## src/rtl/instr_encoder_pkg.sv

```systemverilog
// Shared definitions for the instruction encoder: IMMSRC codes, opcodes, NOP, payloads.
package instr_encoder_pkg;

  localparam int unsigned XLEN      = 32;
  localparam int unsigned IMMSRC_W  = 3;
  localparam int unsigned OPC_W     = 7;
  localparam int unsigned REG_W     = 5;
  localparam int unsigned F3_W      = 3;
  localparam int unsigned ERR_CNT_W = 8;

  // Immediate format selector shared with the decoder side.
  typedef enum logic [IMMSRC_W-1:0] {
    IMMSRC_I = 3'd0,
    IMMSRC_S = 3'd1,
    IMMSRC_B = 3'd2,
    IMMSRC_J = 3'd3,
    IMMSRC_U = 3'd4
  } immsrc_e;

  localparam logic [OPC_W-1:0] OPC_OP_IMM = 7'h13;
  localparam logic [OPC_W-1:0] OPC_STORE  = 7'h23;
  localparam logic [OPC_W-1:0] OPC_BRANCH = 7'h63;
  localparam logic [OPC_W-1:0] OPC_JAL    = 7'h6F;
  localparam logic [OPC_W-1:0] OPC_LUI    = 7'h37;

  // addi x0, x0, 0
  localparam logic [XLEN-1:0] NOP_INSTR = 32'h0000_0013;

  // One encoded output word as held in the skid buffer.
  typedef struct packed {
    logic [XLEN-1:0] instr;
    logic            err;
  } enc_word_t;

  typedef enum logic [1:0] {
    BUF_EMPTY = 2'd0,
    BUF_ONE   = 2'd1,
    BUF_TWO   = 2'd2
  } buf_state_e;

endpackage

```

## src/rtl/instr_encoder_imm_pack.sv

```systemverilog
// Combinational field/immediate packing and immediate legality check.
module imm_pack
  import instr_encoder_pkg::*;
(
  input  logic [IMMSRC_W-1:0] immsrc,
  input  logic [XLEN-1:0]     imm,
  input  logic [OPC_W-1:0]    opcode,
  input  logic [REG_W-1:0]    rd,
  input  logic [REG_W-1:0]    rs1,
  input  logic [REG_W-1:0]    rs2,
  input  logic [F3_W-1:0]     funct3,
  output logic [XLEN-1:0]     instr_c,
  output logic                err_c
);

  logic signed [XLEN-1:0] imm_s;
  assign imm_s = $signed(imm);

  // Build the word per format; out-of-range values still get the truncated encoding.
  always_comb begin
    instr_c = NOP_INSTR;
    err_c   = 1'b1;
    case (immsrc)
      IMMSRC_I: begin
        instr_c = {imm[11:0], rs1, funct3, rd, opcode};
        err_c   = (imm_s < -32'sd2048) || (imm_s > 32'sd2047);
      end
      IMMSRC_S: begin
        instr_c = {imm[11:5], rs2, rs1, funct3, imm[4:0], opcode};
        err_c   = (imm_s < -32'sd2048) || (imm_s > 32'sd2047);
      end
      IMMSRC_B: begin
        instr_c = {imm[12], imm[10:5], rs2, rs1, funct3, imm[4:1], imm[11], opcode};
        err_c   = (imm_s < -32'sd4096) || (imm_s > 32'sd4094) || imm[0];
      end
      IMMSRC_J: begin
        instr_c = {imm[20], imm[10:1], imm[11], imm[19:12], rd, opcode};
        err_c   = (imm_s < -32'sd1048576) || (imm_s > 32'sd1048574) || imm[0];
      end
      IMMSRC_U: begin
        instr_c = {imm[31:12], rd, opcode};
        err_c   = |imm[11:0];
      end
      default: begin
        instr_c = NOP_INSTR;
        err_c   = 1'b1;
      end
    endcase
  end

endmodule

```

## src/rtl/instr_encoder.sv

```systemverilog
// Instruction encoder: packs request fields, buffers results in a 2-entry skid buffer.
module instr_encoder
  import instr_encoder_pkg::*;
(
  input  logic                 clk,
  input  logic                 reset,
  input  logic                 s_valid,
  output logic                 s_ready,
  input  logic [IMMSRC_W-1:0]  s_immsrc,
  input  logic [XLEN-1:0]      s_imm,
  input  logic [OPC_W-1:0]     s_opcode,
  input  logic [REG_W-1:0]     s_rd,
  input  logic [REG_W-1:0]     s_rs1,
  input  logic [REG_W-1:0]     s_rs2,
  input  logic [F3_W-1:0]      s_funct3,
  output logic                 m_valid,
  input  logic                 m_ready,
  output logic [XLEN-1:0]      m_instr,
  output logic                 m_err,
  output logic [ERR_CNT_W-1:0] err_count
);

  buf_state_e           state_q, state_d;
  enc_word_t            head_q, head_d;
  enc_word_t            tail_q, tail_d;
  logic                 m_valid_q, m_valid_d;
  logic [ERR_CNT_W-1:0] err_cnt_q, err_cnt_d;

  logic [XLEN-1:0] pack_instr;
  logic            pack_err;
  enc_word_t       new_word;
  logic            accept;
  logic            drain;

  imm_pack u_imm_pack (
    .immsrc  (s_immsrc),
    .imm     (s_imm),
    .opcode  (s_opcode),
    .rd      (s_rd),
    .rs1     (s_rs1),
    .rs2     (s_rs2),
    .funct3  (s_funct3),
    .instr_c (pack_instr),
    .err_c   (pack_err)
  );

  assign new_word  = '{instr: pack_instr, err: pack_err};
  assign s_ready   = (state_q != BUF_TWO);
  assign accept    = s_valid && s_ready;
  assign drain     = m_valid_q && m_ready;
  assign m_valid   = m_valid_q;
  assign m_instr   = head_q.instr;
  assign m_err     = head_q.err;
  assign err_count = err_cnt_q;

  // Buffer next-state: head is always the presented word, tail holds the skid entry.
  always_comb begin
    state_d   = state_q;
    head_d    = head_q;
    tail_d    = tail_q;
    err_cnt_d = err_cnt_q;
    case (state_q)
      BUF_EMPTY: begin
        if (accept) begin
          head_d  = new_word;
          state_d = BUF_ONE;
        end
      end
      BUF_ONE: begin
        if (accept && drain) begin
          head_d = new_word;
        end else if (accept) begin
          tail_d  = new_word;
          state_d = BUF_TWO;
        end else if (drain) begin
          state_d = BUF_EMPTY;
        end
      end
      BUF_TWO: begin
        if (drain) begin
          head_d  = tail_q;
          state_d = BUF_ONE;
        end
      end
      default: state_d = BUF_EMPTY;
    endcase
    if (accept && new_word.err && (err_cnt_q != {ERR_CNT_W{1'b1}})) begin
      err_cnt_d = err_cnt_q + ERR_CNT_W'(1);
    end
    m_valid_d = (state_d != BUF_EMPTY);
  end

  // State and datapath registers; reset discards any buffered words.
  always_ff @(posedge clk or posedge reset) begin
    if (reset) begin
      state_q   <= BUF_EMPTY;
      head_q    <= '0;
      tail_q    <= '0;
      m_valid_q <= 1'b0;
      err_cnt_q <= '0;
    end else begin
      state_q   <= state_d;
      head_q    <= head_d;
      tail_q    <= tail_d;
      m_valid_q <= m_valid_d;
      err_cnt_q <= err_cnt_d;
    end
  end

endmodule

```

## config.mk

```make
export PLATFORM = sky130hd
export DESIGN_NAME = instr_encoder
export DESIGN_NICKNAME = d
export VERILOG_FILES = /design/src/rtl/instr_encoder_pkg.sv /design/src/rtl/instr_encoder_imm_pack.sv /design/src/rtl/instr_encoder.sv
export SDC_FILE = /design/constraint.sdc
export NUM_CORES = 1
export LEC_CHECK = 0
export CAP_MARGIN = 20
export CORE_ASPECT_RATIO = 0.9
export CORE_MARGIN = 3
export CORE_UTILIZATION = 49
export DETAILED_ROUTE_END_ITERATION = 12
export PLACE_DENSITY = 0.81
export SLEW_MARGIN = 20
export SYNTH_ARGS = -nofsm -noshare
export SYNTH_HDL_FRONTEND = slang
export SYNTH_SLANG_ARGS = --single-unit
```

## constraint.sdc

```tcl
create_clock -name clk -period 3.5 [get_ports clk]
set_clock_uncertainty 0.2 [all_clocks]
set_input_delay 0.525 -clock clk [delete_from_list [all_inputs] [get_ports clk]]
set_output_delay 0.525 -clock clk [all_outputs]
set_load 0.05 [all_outputs]
```

Yosys cells after proc, flatten, opt, wreduce, memory -nomap -nowiden

Index checks and enable logic that the tools add are counted.

Bits in latches: 0
Memories kept: 0
Output and inout port bits: 43
Logic and storage cells: 56
RAM bits: 0
ROM bits: 0
Register bits after elaboration: 77

$lt $le $gt $ge: 6
Bitwise gates (word level): 1
Multipliers: 0
Equal/unequal tests: 11
Div/mod/pow operators: 0
Shift-type cells: 0
Mux-type cells: 12
Reductions and logical operators: 18
Add/subtract/negate cells: 1

Operators by type and width:

| operator                                                      | count |
|---|---|
| one-hot mux 32 bit (5 select lines)                           | 1 |
| two-way mux 33 bit                                            | 3 |
| one-hot mux 33 bit (3 select lines)                           | 1 |
| > comparator 32 x 12 -> 1 bit (second input constant)         | 1 |
| > comparator 32 x 13 -> 1 bit (second input constant)         | 1 |
| > comparator 32 x 21 -> 1 bit (second input constant)         | 1 |
| less-than comparator 32 x 12 -> 1 bit (second input constant) | 1 |
| less-than comparator 32 x 13 -> 1 bit (second input constant) | 1 |
| less-than comparator 32 x 21 -> 1 bit (second input constant) | 1 |
| OR reduction 12 bit                                           | 1 |
| two-way mux 2 bit                                             | 5 |
| adder 8 x 1 -> 8 bit (second input constant)                  | 1 |
| != test 2 bit (second input constant)                         | 4 |
| != test 8 bit (second input constant)                         | 1 |
| equality test 3 x 2 -> 1 bit (second input constant)          | 2 |
| one-hot mux 2 bit (3 select lines)                            | 1 |
| logical AND 1 bit                                             | 5 |
| logical OR 1 bit                                              | 5 |
| one-hot mux 1 bit (4 select lines)                            | 1 |
| AND reduction 4 bit                                           | 1 |
| equality test 3 x 1 -> 1 bit (second input constant)          | 1 |
| equality test 3 bit (second input constant)                   | 1 |
| logical NOT 3 bit                                             | 1 |
| AND reduction 3 bit                                           | 1 |
| other kinds (7)                                               | 7 |

Longest topological paths before layout

Gate-level depths: netlist of the first run.

Word-level depth: 6
Mapped depth: 8

Cells and area by module

From an unflattened synthesis of the first run, not the netlist that was laid out.

Cell total of the unflattened synthesis: 416
Area, all modules: 4284.1 µm²

By module, submodules not included:

| module        | seq. area each (µm²) | cells an instance | instances | area an instance (µm²) |
|---|---|---|---|---|
| instr_encoder | 1926.8               | 266               | 1         | 3324.4 |
| imm_pack      | 0.0                  | 150               | 1         | 959.7 |

Worst setup path before layout of the first run

OpenSTA, ideal clock, no wires.

Path type: input to register
Start point: input port s_imm[28]
End point: register err_cnt_q[1] (netlist: err_count[1])
Setup slack: 1107 ps
Path buffers: 0
Data arrival time: 2068 ps
Library setup time: 125 ps
Cell stages on the path: 6
Cell sequence: nor4_1 -> and3_1 -> or3b_4 -> a211oi_4 -> a21oi_2 -> mux2_4

Longest elaborated chain between the ends: 6
Elaborated cells on any way between the ends: 14
Classes of those cells: order compare: 6; mux: 1; reduce/logical: 7

RTL lines:

| element                                                       | line                                                       | text |
|---|---|---|
| from (decl)                                                   | instr_encoder.sv:10                                        | `input logic [XLEN-1:0] s_imm,` |
| less-than comparator 32 x 21 -> 1 bit (tied with other cells) | instr_encoder_imm_pack.sv:38                               | `err_c = (imm_s < -32'sd1048576) \|\| (imm_s > 32'sd1048574) \|\| imm[0];` |
| logical OR 1 bit, on equally long branches (2 in series)      | instr_encoder_imm_pack.sv:38, instr_encoder_imm_pack.sv:34 |  |
| one-hot mux 1 bit (4 select lines) (*)                        | instr_encoder_imm_pack.sv:23                               | `case (immsrc)` |
| logical AND 1 bit (*) (2 in series)                           | instr_encoder.sv:87                                        | `if (accept && new_word.err && (err_cnt_q != {ERR_CNT_W{1'b1}})) begin` |
| to (signal assigned)                                          | instr_encoder.sv:106                                       | `err_cnt_q <= err_cnt_d;` |
| to (decl)                                                     | instr_encoder.sv:27                                        | `logic [ERR_CNT_W-1:0] err_cnt_q, err_cnt_d;` |

Mark *: on every way between the ends. The rest lies on a longest branch, timed or not.
A chain may end at the register's enable or synchronous reset.

Worst setup path after layout of the first run

Start point: input port s_imm[18]
End point: register err_cnt_q[1] (netlist: err_count[1])

Same word-level chain as after synthesis.

==> results of run 1 <==
## routing by layer
| layer | share of wire | up-vias | track usage |
|---|---|---|---|
| met2 | 0.48 | 146 | 0.4031 |
| li1 | - | 1863 | - |
| met4 | 0.026 | 0 | 0.08525 |
| met1 | 0.43 | 1845 | 0.3325 |
| met3 | 0.062 | 23 | 0.05346 |
| met5 | 0 | - | 0 |
## where the power goes
group | switching (W) | internal [W] | leakage, nW
registers | 0.000250 | 0.00130 | 0.945
clock network | 0.000331 | 0.000346 | 0.0943
logic | 0.00150 | 0.000783 | 1.29
total | 0.00208 | 0.00243 | 2.33
## layout make-up
type                       instances  area share
multi-input combinational        352      0.3671
inverter                           6    0.004390
clock inverter                     6     0.01155
tap                               96     0.02218
timing repair buffer             119      0.2135
sequential                        77      0.3558
clock buffer                      10     0.02542
## critical path, cell delays in order
cell	delay (ns)
clkdlybuf4s50_1	0.49
nor4_1	0.52
nand2_1	0.13
or3b_4	0.41
a211oi_4	0.40
a21oi_2	0.13
mux2_4	0.33
## through the flow
| stage | area, µm² | worst slack (ns) | std cells | util |
|---|---|---|---|---|
| floorplan | 4055 | 0.8083 | 467 | - |
| global placement | 5215 | 0.3722 | 650 | 0.6712 |
| detailed placement | 5215 | 0.2355 | 650 | 0.6712 |
| CTS | 5415 | 0.6126 | 666 | 0.6969 |
| global route | 5415 | 0.4512 | 666 | 0.6969 |
| finish | 5415 | 0.6009 | 666 | 0.6969 |
## cells by family (layout without fill, tap and decap cells)
family	Yosys count	after routing	synth area share
simple gates	158	158	0.1725
xor+xnor	8	8	0.01728
fa+ha+maj	1	1	0.003085
flops	77	77	0.4752
buf+inv	38	141	0.03579
compound gates	164	164	0.2413
mux	21	21	0.05492
## registers in the layout, summed over array words and instances (netlist names)
| signal | count |
|---|---|
| tail_q | 33 |
| m_instr | 32 |
| err_count | 8 |
| state_q | 2 |
| m_err | 1 |
| m_valid | 1 |
## final timing paths
| path | from | end | slack [ns] | cells past startpoint |
|---|---|---|---|---|
| max in group asynchronous | reset | tail_q[0] | 2.19 | 3 |
| min in group clk | tail_q[0] | tail_q[0] | 0.28 | 2 |
| min reg2reg | tail_q[0] | tail_q[0] | 0.28 | 2 |
| max | s_imm[18] | err_count[1] | 0.60 | 7 |
| min | reset | m_instr[29] | 0.22 | 2 |
| max reg2reg | state_q[0] | err_count[1] | 0.88 | 5 |
## Yosys cell counts (5+ instances only)
library cell / instances / area share
a211oi_1: 12 / 0.022
a21oi_1: 50 / 0.062
a22oi_1: 16 / 0.030
clkbuf_1: 27 / 0.025
dfrtp_1: 77 / 0.48
inv_1: 5 / 0.0046
mux2_2: 6 / 0.017
mux2i_1: 14 / 0.035
nand2_1: 70 / 0.065
nand3_1: 7 / 0.0086
nand4_1: 9 / 0.014
nor2_1: 43 / 0.040
nor2b_1: 11 / 0.017
nor4_1: 8 / 0.012
o21ai_0: 62 / 0.077
o22a_1: 8 / 0.017
xor2_1: 8 / 0.017
==> run metrics, run 1 <==
status=finished clean; DRT iter0 DRCs=217; Initial Utilization=0.5219; Initial DRT Pass Iterations=5; Syn Inst Count=467; WP data required=3.54 ns; Clk pin slew, worst setup/hold paths=0.08 ns; CORE AREA=7770 µm²; CTS tree=done; RSZ-0062 raised after global routing=false; Hold Slack=0.2184 ns; Worst-Skew Late Latency=0.35 ns; final hold vios=0; crit-path max FO=8; hold_buf cts=0; number of synthesized flops with an enable pin=0; post-CTS sizing=0; H-tree depth=3; vias per cell=5.821; most frequent cells in the layout=clkdlybuf4s50_1 (105), dfrtp_1 (77), nand2_1 (70), o21ai_0 (62), a21oi_1 (50); CTS Buf Count=9; DR DRC count=0; slew at the pin with the worst max-slew slack=0.7216 ns; DR vias=3877; sequential-to-total area share from yosys stat=0.4752; I/O pin total=107; relative slew slack=0.5180; # rows=30; nets=630; post-synthesis cell type count=40; FMAX=0.3449 GHz; first-pass GRT wire length=18.60 mm; initial antenna violation count=0; CP startpoint kind=primary input; Detailed Route WL=11.39 mm; crit path capture type=register; share of layout cells above drive strength 1=0.08070; Filler cells=634; chip width=101.9 µm; maximum clock path buffer count=2; Syn Area/Cell=8.683 µm²; Antenna Nets Post-Route=0; Synth Cell Area=4055 µm²; vias in the first global route=3854; Layout area overhead=33.54%; commonest non-fill, non-tap cell in the layout=clkdlybuf4s50_1; max-slew violations=0; MaxCap Viol Count=0; Arr. time, crit path=2.94 ns; worst vdd ir=0.0005932 V; PwrDens=833.4 nW/µm²; DP HPWL=8.531 mm; Final min period=2.899 ns; Leak Pwr=2.327 nW; Power Total=0.004513 W; Final period util=0.8283; die height=92.31 µm; Net Count, Synth=532; # diodes=0; PortBufs=106; most common flop cell mapped by yosys=dfrtp_1; Post-synth ARST share=1.000; register area=1927 µm²; routability cong.=0.8704; Yosys reg bits=77; Post-CTS Setup Bufs=0; YS warnings=0; WL/cell=17.11 µm; setup TNS=0 ns; multi-input combinational cell area=1988 µm²; Tightest Hold Check Type=primary input to async pin; largest net degree at the start of global routing=63; CTS root buf=clkbuf_8; final setup vio count=0; grt ovf=0; die area=9405 µm²; all-layer global routing usage=0.2494; Clock Sinks=77; WS Path Type=primary input to register
No activity file was read; power rests on OpenSTA's default activity.
==> run 2, diff against run 1 <==
==> constraint.sdc (replaced) <==
create_clock -name clk -period 2.8 [get_ports clk]
set_clock_uncertainty 0.2 [all_clocks]
set_input_delay 0.42 -clock clk [delete_from_list [all_inputs] [get_ports clk]]
set_output_delay 0.42 -clock clk [all_outputs]
set_load 0.05 [all_outputs]
==> run metrics, run 2 (synthesized netlist as in run 1, its figures left out) <==
first-pass GRT wire length=19.00 mm; crit path capture type=register; chip width=101.9 µm; DRT iter0 DRCs=223; routability cong.=0.8728; Clk pin slew, worst setup/hold paths=0.09 ns; Antenna Nets Post-Route=0; Initial Utilization=0.5219; crit-path max FO=8; DR DRC count=0; Final min period=2.729 ns; # diodes=0; maximum clock path buffer count=2; post-route cell area=5788 µm²; final setup vio count=0; flop-to-flop setup slack=0.64 ns; status=finished clean; launch point of the worst reg-to-reg path=state_q[1]; grt ovf=0; Detailed Route WL=11.66 mm; PortBufs=106; Final period util=0.9748; WP data required=2.82 ns; Layout area overhead=42.73%; all-layer global routing usage=0.2558; DR vias=4001; slew at the pin with the worst max-slew slack=0.5763 ns; RSZ-0062 raised after global routing=false; PwrDens=1040 nW/µm²; I/O pin total=107; hold_buf cts=0; Int Power=0.003377 W; CP startpoint kind=primary input; largest net degree at the start of global routing=78; Comb pwr share=0.490; # rows=30; Sw Ratio=0.4388; Clock Sinks=77; worst-case reg-to-reg path depth=6; Initial DRT Pass Iterations=5; Seq pwr share=0.323; Hold Slack=0.2424 ns; Tightest Hold Check Type=primary input to async pin; share of layout cells above drive strength 1=0.1296; clock share of power=0.187; CTS tree=done; vias in the first global route=3868; Filler cells=603; Leak Pwr=2.547 nW; max-slew violations=0; final cell count without fillers=698; WS Path Type=primary input to register; most frequent cells in the layout=clkdlybuf4s50_1 (105), dfrtp_1 (77), nand2_1 (70), o21ai_0 (62), a21oi_1 (50); DP Area=5510 µm²; MaxCap Viol Count=0; initial antenna violation count=0; vias per cell=5.732; nets=662; die area=9405 µm²; RR Endpoint=err_count[5]; max reg flops=33; WL/cell=16.70 µm; dpl cells=681; CTS Buf Count=9; H-tree depth=3; Worst-Skew Late Latency=0.35 ns; CORE AREA=7770 µm²; final hold vios=0; net switching power=0.002640 W; Biggest register=tail_q; DP HPWL=8.602 mm; die height=92.31 µm; Arr. time, crit path=2.75 ns; commonest non-fill, non-tap cell in the layout=clkdlybuf4s50_1; relative slew slack=0.6059; CTS root buf=clkbuf_8; FMAX=0.3664 GHz; worst vdd ir=0.0005702 V
-- run 2: cell count changes in the layout (fill, tap and decap cells not counted), sizes merged --
cell / previous run / this run
bufinv: 1 / 4
clkinvlp: 3 / 1
inv: 5 / 7
clkinv: 3 / 1
buf: 14 / 46
clkbuf: 10 / 9
-- run 2: power by group through the flow --
stage          combinational [W]  sequential [W]  clock, W
3_5_place_dp             0.00296         0.00196         0
6_report                 0.00295         0.00194   0.00112
3_3_place_gp             0.00288         0.00193         0
2_1_floorplan           0.000971         0.00285         0
5_1_grt                  0.00318         0.00201   0.00118
4_1_cts                  0.00297         0.00194   0.00113
-- run 2: through the flow --
stage                     power, W  utilization  setup WS, ns  TNS, ns
after floorplan           0.003820            -        0.2133        0
after global placement    0.004807       0.7092       -0.2432   -1.724
after detailed placement  0.004921       0.7092       -0.2641   -2.054
after CTS                 0.006041       0.7438       0.09368        0
after global routing      0.006380       0.7449       0.01024        0
final                     0.006017       0.7449       0.07058        0
-- run 2: area by class of cell --
cell class,count,area (µm²),area share
Multi-Input combinational cell,352,1989,0.3437
Sequential cell,77,1927,0.3329
Timing Repair Buffer,151,1459,0.2521
Clock inverter,7,145.1,0.02508
Clock buffer,9,123.9,0.02140
Tap cell,96,120.1,0.02075
Inverter,6,23.77,0.004107
-- run 2: worst max path at each step --
stage / endpoint / startpoint / slack, ns / cells after the start
final: err_count[5] / s_imm[29] / 0.07 / 10
after global routing: err_count[5] / s_imm[29] / 0.01 / 10
after CTS: err_count[1] / s_imm[18] / 0.09 / 8
after detailed placement: err_count[1] / s_imm[18] / -0.26 / 8
after global placement: err_count[1] / s_imm[18] / -0.24 / 8
after floorplan: err_count[0] / reset / 0.21 / 1
-- run 2: timing repair --
action                                  4_1_cts  5_1_grt
endpoints found under the setup margin        0        5
resized for setup                             0        1
setup buffers                                 0        1
-- run 2: worst max-delay path, stage by stage --
cell             delay (ns)
clkdlybuf4s50_1        0.54
nor4_1                 0.06
buf_4                  0.14
and3_1                 0.19
buf_4                  0.14
a211oi_1               0.35
a211oi_4               0.07
buf_4                  0.18
a2111oi_0              0.54
xor2_1                 0.12
-- run 2: routing by layer --
metal | GRT usage | wire length, µm | up-vias
li1 | - | - | 1926
met1 | 0.3467 | 5116 | 1903
met2 | 0.4188 | 5669 | 155
met3 | 0.05723 | 711 | 17
met4 | 0.06120 | 157 | 0
met5 | 0 | 0 | -
